**src/rtl/usb_tx_phy.sv**
```systemverilog
// usb_tx_phy: full-speed USB transmit PHY.
//
// Takes bytes from the packet layer over a valid/ready handshake and serialises
// them onto D+/D- as SYNC, then LSB-first data with bit stuffing and NRZI
// encoding, then EOP (two bit times of SE0 followed by one bit time of J).
//
// Ports:
//   clkout2      system clock, all logic on the rising edge
//   reset        asynchronous reset, active low
//   io_txValid   packet layer has a byte on io_data (held for the whole packet)
//   io_data      byte to send, stable until io_txReady
//   io_txReady   one-cycle pulse, io_data is captured on this edge
//   io_txActive  high from the first SYNC cycle through the last EOP J cycle
//   io_txOe      pad output enable, equal to io_txActive
//   io_usbDp     D+ drive value
//   io_usbDn     D- drive value
//
// States:
//   state   | meaning
//   IDLE    | line parked at J, pad not driven, waiting for io_txValid
//   SYNC    | sending the 0000_0001 SYNC pattern
//   DATA    | sending a data byte, including any stuffed zero after its bits
//   EOP_SE0 | driving SE0 for two bit times
//   EOP_J   | driving J for one bit time before releasing the pad

module usb_tx_phy #(
    parameter int BIT_CLKS = 4
) (
    input  logic       clkout2,
    input  logic       reset,
    input  logic       io_txValid,
    input  logic [7:0] io_data,
    output logic       io_txReady,
    output logic       io_txActive,
    output logic       io_txOe,
    output logic       io_usbDp,
    output logic       io_usbDn
);

    localparam logic [3:0] BIT_LAST = 4'(BIT_CLKS - 1);

    typedef enum logic [2:0] {
        IDLE,
        SYNC,
        DATA,
        EOP_SE0,
        EOP_J
    } txState_t;

    txState_t   state, stateNext;
    logic [3:0] bitCnt, bitCntNext;
    logic [2:0] bitIdx, bitIdxNext;
    logic [2:0] onesCnt, onesCntNext;
    logic [7:0] shiftReg, shiftRegNext;
    logic       curBit, curBitNext;     // logical bit currently on the line
    logic       stuffBit, stuffBitNext; // current slot is a stuffed zero
    logic       level, levelNext;       // NRZI line level, 1 = J, 0 = K
    logic       readyNext;

    logic       bitEnd;
    logic [2:0] onesAfter;
    logic [2:0] idxInc;
    logic       nextBit;
    logic       toEop;

    assign bitEnd    = (bitCnt == BIT_LAST);
    assign onesAfter = curBit ? (onesCnt + 3'd1) : 3'd0;
    assign idxInc    = bitIdx + 3'd1;

    always_ff @(posedge clkout2 or negedge reset) begin
        if (!reset) begin
            state    <= IDLE;
            bitCnt   <= '0;
            bitIdx   <= '0;
            onesCnt  <= '0;
            shiftReg <= '0;
            curBit   <= 1'b0;
            stuffBit <= 1'b0;
            level    <= 1'b1;
        end else begin
            state    <= stateNext;
            bitCnt   <= bitCntNext;
            bitIdx   <= bitIdxNext;
            onesCnt  <= onesCntNext;
            shiftReg <= shiftRegNext;
            curBit   <= curBitNext;
            stuffBit <= stuffBitNext;
            level    <= levelNext;
        end
    end

    always_comb begin
        stateNext    = state;
        bitCntNext   = (state == IDLE || bitEnd) ? 4'd0 : (bitCnt + 4'd1);
        bitIdxNext   = bitIdx;
        onesCntNext  = onesCnt;
        shiftRegNext = shiftReg;
        curBitNext   = curBit;
        stuffBitNext = stuffBit;
        levelNext    = level;
        readyNext    = 1'b0;
        nextBit      = 1'b0;
        toEop        = 1'b0;

        case (state)
            IDLE: begin
                if (io_txValid) begin
                    // First SYNC bit is a logical 0, so the line starts at K.
                    stateNext    = SYNC;
                    bitIdxNext   = 3'd0;
                    onesCntNext  = 3'd0;
                    curBitNext   = 1'b0;
                    stuffBitNext = 1'b0;
                    levelNext    = 1'b0;
                end
            end

            SYNC, DATA: begin
                if (bitEnd) begin
                    onesCntNext = onesAfter;
                    if (!stuffBit && onesAfter == 3'd6) begin
                        // Insert a stuffed zero; the data bit index stays put.
                        stuffBitNext = 1'b1;
                        curBitNext   = 1'b0;
                        levelNext    = ~level;
                        onesCntNext  = 3'd0;
                    end else begin
                        stuffBitNext = 1'b0;
                        if (bitIdx == 3'd7) begin
                            bitIdxNext = 3'd0;
                            if (io_txValid) begin
                                readyNext    = 1'b1;
                                shiftRegNext = io_data;
                                stateNext    = DATA;
                                nextBit      = io_data[0];
                            end else begin
                                stateNext = EOP_SE0;
                                toEop     = 1'b1;
                            end
                        end else begin
                            bitIdxNext = idxInc;
                            nextBit    = (state == SYNC) ? (idxInc == 3'd7)
                                                         : shiftReg[idxInc];
                        end
                        if (!toEop) begin
                            curBitNext = nextBit;
                            if (!nextBit) begin
                                levelNext = ~level;
                            end
                        end
                    end
                end
            end

            EOP_SE0: begin
                if (bitEnd) begin
                    if (bitIdx == 3'd1) begin
                        stateNext  = EOP_J;
                        bitIdxNext = 3'd0;
                    end else begin
                        bitIdxNext = idxInc;
                    end
                end
            end

            EOP_J: begin
                if (bitEnd) begin
                    stateNext    = IDLE;
                    bitIdxNext   = 3'd0;
                    onesCntNext  = 3'd0;
                    curBitNext   = 1'b0;
                    stuffBitNext = 1'b0;
                    levelNext    = 1'b1;
                end
            end

            default: begin
                stateNext = IDLE;
                levelNext = 1'b1;
            end
        endcase
    end

    always_comb begin
        io_txReady  = (state == SYNC || state == DATA) ? readyNext : 1'b0;
        io_txActive = (state != IDLE);
        io_txOe     = (state != IDLE);
        io_usbDp    = 1'b1;
        io_usbDn    = 1'b0;
        case (state)
            SYNC, DATA: begin
                io_usbDp = level;
                io_usbDn = ~level;
            end
            EOP_SE0: begin
                io_usbDp = 1'b0;
                io_usbDn = 1'b0;
            end
            default: begin
                io_usbDp = 1'b1;
                io_usbDn = 1'b0;
            end
        endcase
    end

endmodule

```
**config.mk**
```make
export PLATFORM = sky130hd
export DESIGN_NAME = usb_tx_phy
export DESIGN_NICKNAME = d
export VERILOG_FILES = /design/src/rtl/usb_tx_phy.sv
export SDC_FILE = /design/constraint.sdc
export NUM_CORES = 1
export LEC_CHECK = 0
export BUFFER_PORTS_ARGS = -buffer_cell sky130_fd_sc_hd__buf_2
export CORE_ASPECT_RATIO = 1.5
export CORE_MARGIN = 2
export CORE_UTILIZATION = 43
export DETAILED_ROUTE_END_ITERATION = 12
export PLACE_DENSITY = 0.58
export SLEW_MARGIN = 20
export SYNTH_ARGS = -nofsm -noshare
export SYNTH_HDL_FRONTEND = slang
export SYNTH_SLANG_ARGS = --single-unit
```
**constraint.sdc**
```tcl
create_clock -name clkout2 -period 2.8 [get_ports clkout2]
set_clock_uncertainty 0.05 [all_clocks]
set_input_delay 0.42 -clock clkout2 [delete_from_list [all_inputs] [get_ports clkout2]]
set_output_delay 0.42 -clock clkout2 [all_outputs]
set_load 0.02 [all_outputs]
```
### Word-level counts from Yosys, hierarchy flattened

Index checks and enable logic that the tools add are counted.

| cells by class | value |
|---|---|
| $add $sub $neg | 3 |
| equality and inequality tests | 18 |
| mux-type cells | 57 |
| reductions and logical operators | 15 |
| bitwise logic cells | 3 |
| $lt $le $gt $ge | 1 |

Operator list:

| operator | count |
|---|---|
| $mux 3 | 16 |
| $mux 1 | 32 |
| $pmux 3 s4 | 2 |
| $ne 2x2->1 const B | 7 |
| $eq 3x3->1 const B | 4 |
| $reduce_and 6->1 | 2 |
| $reduce_and 5->1 | 2 |
| $pmux 3 s3 | 1 |
| $reduce_and 7->1 | 1 |
| $add 3x1->3 const B | 2 |
| $eq 3x1->1 const B | 2 |
| $eq 3x2->1 const B | 2 |
| $ne 3x3->1 const B | 2 |
| $pmux 1 s3 | 2 |
| $reduce_bool 3->1 | 2 |
| $add 4x1->4 const B | 1 |
| $eq 4x2->1 const B | 1 |
| $lt 3x4->1 const B | 1 |
| $mux 4 | 1 |
| $pmux 1 s4 | 1 |
| $reduce_and 4->1 | 1 |
| $reduce_bool 4->1 | 1 |
| $bmux 1 s3 | 1 |
| $logic_not 3->1 | 1 |
| other kinds (6) | 9 |

| word-level totals | value |
|---|---|
| flip-flop bits (word level) | 24 |
| logic and storage cells | 105 |
| output and inout bits | 5 |
| input port bits | 11 |

### Depth between registers and ports, before layout

Gate-level depths: netlist (run 1).

| depth | value |
|---|---|
| depth after elaboration | 13 |
| mapped depth | 7 |
| gate-level depth less buffers | 7 |

### Worst setup path before layout (run 1)

Ideal clock, no wire load.

| timing path | value |
|---|---|
| path kind | register to register |
| start point | register onesCnt[0] |
| end point | register shiftReg[0] |
| cell stages (with the launch flop) | 7 |
| path buffers | 0 |
| library setup time | 0.125 ns |
| required time | 2.625 ns |
| path slack | 0.522 ns |
| clock period less this slack | 2.278 ns |
| arrival | 2.103 ns |
| cell sequence | dfrtp_1 > ha_1 > and4b_2 > a211oi_1 > nand2_1 > nor2_4 > mux2_2 |

| on the way | value |
|---|---|
| cells in the longest elaborated chain, start to end | 6 |

Ends and longest elaborated chain:

| what | RTL line | text |
|---|---|---|
| from (decl) | 53 | `logic [2:0] onesCnt, onesCntNext;` |
| from (signal assigned) | 84 | `onesCnt <= onesCntNext;` |
| $add 3x1->3 | 67 | `assign onesAfter = curBit ? (onesCnt + 3'd1) : 3'd0;` |
| $mux 3 | 67 |  |
| $eq 3x3->1 | 121 | `if (!stuffBit && onesAfter == 3'd6) begin` |
| $logic_and 1x1->1 | 121 |  |
| $not 1->1 (no line) | n/a |  |
| $reduce_and 5->1 (no line) | n/a |  |
| to (signal assigned) | 85 | `shiftReg <= shiftRegNext;` |
| to (decl) | 54 | `logic [7:0] shiftReg, shiftRegNext;` |

No other way between the ends.
A chain may end at the register's enable or synchronous reset.

### Final worst setup path (run 1)

| timing path | value |
|---|---|
| start point | register onesCnt[0] |
| end point | output port io_txReady |

| on the way | value |
|---|---|
| cells in the longest elaborated chain, start to end | 8 |

Ends and longest elaborated chain:

| what | RTL line | text |
|---|---|---|
| $add 3x1->3 | 67 |  |
| $mux 3 | 67 |  |
| $eq 3x3->1 | 121 |  |
| $logic_and 1x1->1 | 121 |  |
| $mux 1 | 121 |  |
| $mux 1 | 119 | `if (bitEnd) begin` |
| $mux 1 | 105 | `case (state)` |
| $mux 1 | 185 | `io_txReady = (state == SYNC \|\| state == DATA) ? readyNext : 1'b0;` |
| to (decl) | 33 | `output logic io_txReady,` |

No other way between the ends.

==> results of run 1 <==
## cell type report
cell class | count | area [um^2] | share of cell area
multi-input combinational | 107 | 847 | 0.500
sequential | 24 | 602 | 0.355
timing repair buffer | 20 | 113 | 0.0664
clock buffer | 4 | 55.1 | 0.0325
tap | 42 | 52.6 | 0.0310
inverter | 7 | 26.3 | 0.0155
## metrics by stage
step	cells	setup slack [ps]	hold WS, ps	total power, W
after floorplan	146	522	74.4	0.00104
after global placement	199	364	381	0.00116
after detailed placement	199	279	382	0.00119
after CTS	204	184	88.3	0.00143
after global routing	204	158	112	0.00154
final	204	298	68.7	0.00142
## placed cells by master, fill, tap and decap left out, types with 2 or more instances in the layout
master     netlist  routed
dfrtp_1         23      23
buf_2            0      15
nand2_1         11      11
mux2_2          11      11
nor2_1           9       9
inv_1            7       7
o21ai_0          7       7
ha_1             6       6
nor3b_1          5       5
buf_4            1       5
nor3_1           4       4
a21oi_1          4       4
nand3_1          4       4
clkbuf_8         2       4
a21o_1           3       3
nand2b_1         3       3
or2_2            3       3
xor2_1           3       3
o2bb2ai_1        3       3
nand3b_1         2       2
or3b_1           2       2
a221oi_1         2       2
## per-layer routing
metal / share of wire / up-vias / wire length, um / track usage
li1: - / 570 / - / -
met1: 0.38 / 570 / 1200 / 0.218
met2: 0.56 / 33 / 1750 / 0.325
met3: 0.037 / 5 / 114 / 0.0233
met4: 0.018 / 0 / 56 / 0.0769
met5: 0 / - / 0 / 0
## worst min path at each step
stage / start / end / slack (ps) / cells past startpoint
finish: reset / state[1] / 70 / 1
global route: reset / bitIdx[2] / 110 / 1
CTS: reset / state[1] / 90 / 1
detailed placement: reset / bitCnt[3] / 380 / 1
global placement: reset / bitCnt[2] / 380 / 1
floorplan: reset / bitCnt[0] / 70 / 0
## registers in the layout, summed over array words and instances (netlist names)
register	count
bitCnt	4
bitIdx	3
curBit	1
level	1
onesCnt	3
shiftReg	8
state	3
stuffBit	1
## critical path, stage by stage (launching register included)
cell and delay, ps:
dfrtp_1 420, ha_1 310, and4b_2 290, a211oi_2 280, nand2_1 180, nor2_4 110, buf_2 170
## logic make-up (layout without fill, tap and decap cells)
family | Yosys count | after routing | synth area share
mux | 14 | 14 | 0.122
simple gates | 49 | 49 | 0.180
compound gates | 34 | 34 | 0.174
fa+ha+maj | 6 | 6 | 0.0487
flops | 24 | 24 | 0.391
xor+xnor | 4 | 4 | 0.0227
buf+inv | 15 | 31 | 0.0626
## timing repair
item / CTS / global route
setup endpoints to repair: 1 / 1
pin swaps: 1 / 0
gates resized for setup: 0 / 1
setup buffers: 1 / 0
## where the power goes
| group | internal (W) | total [W] | switching [W] |
|---|---|---|---|
| Sequential | 0.000415 | 0.000478 | 0.0000630 |
| Combinational | 0.000305 | 0.000700 | 0.000395 |
| Clock | 0.000126 | 0.000240 | 0.000114 |
==> metrics.txt, run 1 <==
status finished clean; CTS clk-pin slew, worst paths 90 ps; most frequent cell after synthesis dfrtp_1; WL/cell 15.3 um; syn_nets 163; required time worst endpoint 2330 ps; total CTS buffers 3; Clock Path Buffers 2; Worst R2R End state[0]; share of layout cells above drive strength 1 0.302; largest area contributor in the netlist dfrtp_1; DIE AREA 4090 um^2; Total Wirelength 3120 um; post-route cell area 1700 um^2; Final Cycle Share 0.894; Max Fclk 400 MHz; ANT cells 0; CTS sink count 24; #FFs+latches synth 24; Placed Instance Area 1630 um^2; 1st-pass router iterations 4; PortBufs 15; area grow syn2layout 10.1%; Tot GR Track Use 0.185; CP Max Fanout 5; fraction of registers with async set/reset 1.00; IO Count 16; DRC errors left 0; Final Hold Fails 0; Leakage 0.786 nW; Synth cell types 50; Worst-Skew Late Latency 270 ps; top post-synthesis cells by area dfrtp_1 37%, mux2_2 8.0%, ha_1 4.9%, nand2_1 2.7%, nor3b_1 2.4%; Final Critical Period 2500 ps; maximum vdd drop 0.000344 V; Crit. End Element output port; DRT iter0 DRCs 24; post-synth top area share 0.374; gr ovfl total 0; Post-synth EDFFs 0; final setup TNS 0 ps; pin count of the biggest net entering global routing 25; area of the core 3420 um^2; RSZ-0062 raised after global routing no; ys flop type dfrtp_1; Cell Area, Synth 1540 um^2; r2r startpoint onesCnt[0]; cell depth of the worst flop-to-flop path 6; Setup crit start onesCnt[0]; Die Width 52.9 um; Worst Path Arrival 2030 ps; Setup CP Type reg2out; vias in the first global route 1272; sequential area share after synthesis 0.391; cell count after synthesis 146; fillers 333; P per Cell Area 836 nW/um^2; htree depth 1; CTS tree done; post-DR vias/cell 5.77; maxcap violations 0; GPL Wtd Cong 0.792; Yosys warnings 0; ANT nets after route 0; Hold Crit Class in2async; capture point of the worst path io_txReady; initial core utilization 0.451; syn avg cell area 10.5 um^2; Commonest cells post-synth 23 x dfrtp_1, 11 x mux2_2, 11 x nand2_1; Worst Setup Start Kind register; hpwl dp 2440 um; hold_buf cts 0; antenna violations before repair 0; slew at the pin with the worst max-slew slack 503 ps; Pins Over Slew Limit 0; first-pass GRT wire length 5680 um; root buffer cell clkbuf_8; Final setup viols 0; fin util 0.496; max_slew headroom 0.656; vias post-DR 1178; worst reg2reg setup slack 510 ps; FP Rows 26; Final nets 180; die height 77.3 um
Note: power is estimated with default switching activity, not from simulation.
==> run 2, diff against run 1 <==
==> constraint.sdc (replaced) <==
create_clock -name clkout2 -period 2.66 [get_ports clkout2]
set_clock_uncertainty 0.05 [all_clocks]
set_input_delay 0.399 -clock clkout2 [delete_from_list [all_inputs] [get_ports clkout2]]
set_output_delay 0.399 -clock clkout2 [all_outputs]
set_load 0.02 [all_outputs]
==> metrics.txt, run 2 (synthesis gave the netlist of run 1 again) <==
Pins Over Slew Limit 0; post-DR vias/cell 5.71; P per Cell Area 863 nW/um^2; RSZ-0062 raised after global routing no; status finished clean; slew at the pin with the worst max-slew slack 541 ps; Crit. End Element output port; largest register by flop count shiftReg; Worst Setup Start Kind register; pin count of the biggest net entering global routing 25; worst stage delay on the critical path 410 ps; ANT nets after route 0; root buffer cell clkbuf_8; max reg flops 8; Leakage 0.780 nW; CTS tree done; cell-by-cell trace of the critical path ha_1, and4b_2, a211oi_2, nand2_1, nor2_4, buf_2; CTS sink count 24; PortBufs 15; Worst-Skew Late Latency 260 ps; Clock Path Buffers 2; antenna violations before repair 0; IO Count 16; Worst Path Arrival 2060 ps; share of layout cells above drive strength 1 0.296; worst setup margin 154 ps; Final Hold Fails 0; vias post-DR 1164; hold_buf cts 0; final setup TNS 0 ps; post_cts resized 0; WL/cell 15.4 um; maxcap violations 0; Tot GR Track Use 0.180; FP Rows 26; DRC errors left 0; Hold Crit Class in2async; DIE AREA 4090 um^2; maximum vdd drop 0.000425 V; post-layout instance count excluding filler cells 204; Final Cycle Share 0.942; largest registers shiftReg (8), bitCnt (4); Die Width 52.9 um; DRT iter0 DRCs 19; Placed Cells 200; max_slew headroom 0.640; hpwl dp 2450 um; postcts setup bufs 0; htree depth 1; ANT cells 0; area of the core 3420 um^2; area grow syn2layout 9.42%; Max stage delay cell, worst path dfrtp_1; GPL Wtd Cong 0.822; post-route cell area 1690 um^2; most frequent cells in the layout 23 x dfrtp_1, 15 x buf_2, 11 x nand2_1, 11 x mux2_2, 9 x nor2_1; CP Max Fanout 5; most common cell after layout, fill and taps aside dfrtp_1; Setup WS pre-CTS 274 ps; Placed Instance Area 1640 um^2; initial core utilization 0.451; CTS clk-pin slew, worst paths 80 ps; Final Critical Period 2510 ps; first-pass GRT wire length 5520 um; Max Fclk 399 MHz; total CTS buffers 3; vias in the first global route 1172; 1st-pass router iterations 4; Total Wirelength 3140 um; Final setup viols 0; Final nets 180; required time worst endpoint 2210 ps; Setup CP Type reg2out; gr ovfl total 0; die height 77.3 um
==> run 2: per-layer routing <==
layer / part of all wire / wire length [um] / global-route usage / vias up
met3: 0.028 / 89 / 0.0272 / 8
met2: 0.52 / 1640 / 0.300 / 21
met5: 0 / 0 / 0 / -
li1: - / - / - / 568
met4: 0.034 / 108 / 0.0897 / 0
met1: 0.42 / 1310 / 0.218 / 567
==> run 2: path summary, 6_finish.rpt <==
check                      cells after the start  slack, ps          end        from
setup / recovery                               6        150   io_txReady  onesCnt[0]
hold / removal                                 1         60     state[0]       reset
setup reg to reg                               7        370  shiftReg[4]  onesCnt[0]
hold reg to reg                                1        420    bitCnt[0]   bitCnt[0]
max in group asynchronous                      1       2130        level       reset
min in group clkout2                           2        310  shiftReg[3]  io_data[3]
==> run 2: worst max-delay path: cells and delay by family (launching register included) <==
kind | cells | cell delay [ps]
flops | 1 | 410
fa+ha+maj | 1 | 320
simple gates | 3 | 620
compound gates | 1 | 280
buf+inv | 1 | 160
==> run 2: power by group <==
part	switching (W)	internal [W]	total (W)	leakage, nW
combinational	0.000392	0.000321	0.000713	0.437
clock	0.000114	0.000107	0.000221	0.0228
sequential	0.0000835	0.000437	0.000520	0.321
total	0.000589	0.000865	0.00145	0.780
==> run 2: stage by stage <==
step / total power, W / utilization / hold WS (ps)
after floorplan: 0.00109 / - / 53.4
after global placement: 0.00122 / 0.479 / 367
after detailed placement: 0.00124 / 0.479 / 368
after CTS: 0.00147 / 0.492 / 73.1
after global routing: 0.00158 / 0.493 / 98.3
final: 0.00145 / 0.493 / 57.8
==> run 2: layout make-up <==
type	instances	area, um^2
Fill cell	342	1730
Multi-Input combinational cell	107	847
Sequential cell	24	602
Timing Repair Buffer	20	113
Tap cell	42	52.6
Clock buffer	4	45.0
Inverter	7	26.3
==> run 3, diff against run 2 <==
==> constraint.sdc (replaced) <==
create_clock -name clkout2 -period 2.6 [get_ports clkout2]
set_clock_uncertainty 0.05 [all_clocks]
set_input_delay 0.39 -clock clkout2 [delete_from_list [all_inputs] [get_ports clkout2]]
set_output_delay 0.39 -clock clkout2 [all_outputs]
set_load 0.02 [all_outputs]
==> metrics.txt, run 3 (synthesis gave the netlist of run 1 again) <==
1st-pass router iterations 5; cell family with most CP delay simple AND/OR/NAND/NOR gates; Crit. End Element output port; Die Width 52.9 um; status finished clean; Worst Setup Start Kind register; PortBufs 15; Final Hold Fails 0; Max Fclk 399 MHz; vias post-DR 1197; Tot GR Track Use 0.179; ANT nets after route 0; hpwl dp 2370 um; vias in the first global route 1225; required time worst endpoint 2160 ps; ANT cells 0; post-route cell area 1710 um^2; share of layout cells above drive strength 1 0.304; gr ovfl total 0; max_slew headroom 0.603; most common cell after layout, fill and taps aside dfrtp_1; Final Critical Period 2500 ps; Final setup viols 0; Final Cycle Share 0.963; maximum vdd drop 0.000453 V; CTS sink count 24; Clock Path Buffers 2; GR met2 Demand/Resource 0.306; DRT iter0 DRCs 24; cell-by-cell trace of the critical path ha_1, and4b_2, a211oi_2, nand2_2, nor2_4, buf_2; Hold Crit Class in2async; Worst Path Arrival 2060 ps; pin count of the biggest net entering global routing 25; CTS clk-pin slew, worst paths 90 ps; largest registers shiftReg (8), bitCnt (4); IO Count 16; die height 77.3 um; final setup TNS 0 ps; root buffer cell clkbuf_8; htree depth 1; Max stage delay cell, worst path dfrtp_1; GPL Wtd Cong 0.792; area grow syn2layout 10.8%; r2r startpoint bitIdx[0]; initial core utilization 0.451; Final nets 179; post-DR vias/cell 5.90; antenna violations before repair 0; total CTS buffers 3; area of the core 3420 um^2; P per Cell Area 934 nW/um^2; gr busiest metal met2; Worst-Skew Late Latency 270 ps; Pins Over Slew Limit 0; postcts setup bufs 0; maxcap violations 0; post_cts resized 1; slew at the pin with the worst max-slew slack 594 ps; CTS tree done; Setup crit start onesCnt[0]; worst stage delay on the critical path 420 ps; Setup CP Type reg2out; most frequent cells in the layout 23 x dfrtp_1, 15 x buf_2, 11 x mux2_2; max reg flops 8; CP Max Fanout 5; met1 GRT Util 0.217; DRC errors left 0; FP Rows 26; Placed Instance Area 1630 um^2; Total Wirelength 3080 um; WL/cell 15.1 um; largest register by flop count shiftReg; hold_buf cts 0; Leakage 0.789 nW; met3 usage in global routing 0.0253; first-pass GRT wire length 5550 um; Buf+Inv Stages, Crit Path 1; hold slack 30.0 ps; DIE AREA 4090 um^2
-- run 3: changes by cell type in the layout (fill, tap and decap cells not counted) --
cell	previous run	this run
nand2_2	0	1
buf_4	5	4
clkbuf_1	1	0
bufinv_16	0	1
nand2_1	11	10
-- run 3: worst paths after layout --
kind | end | slack, ps | depth (start not counted)
setup / recovery | io_txReady | 100 | 6
setup reg to reg | curBit | 240 | 7
max in group asynchronous | level | 2100 | 1
hold reg to reg | bitCnt[0] | 430 | 1
hold / removal | shiftReg[5] | 30 | 1
min in group clkout2 | shiftReg[3] | 290 | 2
-- run 3: through the flow --
stage / utilization / total power [W] / setup WS, ps / cells
2_1_floorplan: - / 0.00112 / 322 / 146
3_3_place_gp: 0.477 / 0.00125 / 265 / 199
3_5_place_dp: 0.477 / 0.00127 / 202 / 199
4_1_cts: 0.499 / 0.00160 / 63.3 / 203
5_1_grt: 0.500 / 0.00172 / -9.80 / 203
6_report: 0.500 / 0.00159 / 95.3 / 203
-- run 3: final cells by class --
type / instances / area, um^2
timing repair buffer: 19 / 105
sequential: 24 / 602
multi-input combinational: 107 / 850
fill: 316 / 1710
clock inverter: 1 / 30.0
inverter: 7 / 26.3
tap: 42 / 52.6
clock buffer: 3 / 41.3
-- run 3: power by group --
group / total (W) / internal [W] / switching (W)
clock network: 0.000334 / 0.000206 / 0.000128
logic: 0.000742 / 0.000325 / 0.000418
registers: 0.000518 / 0.000447 / 0.0000705
-- run 3: layer usage --
layer | share of wire | wire [um] | vias to the layer above
met5 | 0 | 0 | -
met4 | 0.024 | 74 | 0
met3 | 0.047 | 145 | 7
met2 | 0.52 | 1600 | 41
met1 | 0.41 | 1260 | 581
li1 | - | - | 568
-- run 3: worst reg2reg max path: cells and delay by family (launching register included) --
family	cells	cell delay, ps
and+or+nand+nor	2	580
DFF	1	490
AOI/OAI and AO/OA	2	370
adders and majority gates	1	340
muxes	1	310
buffers and inverters	1	100
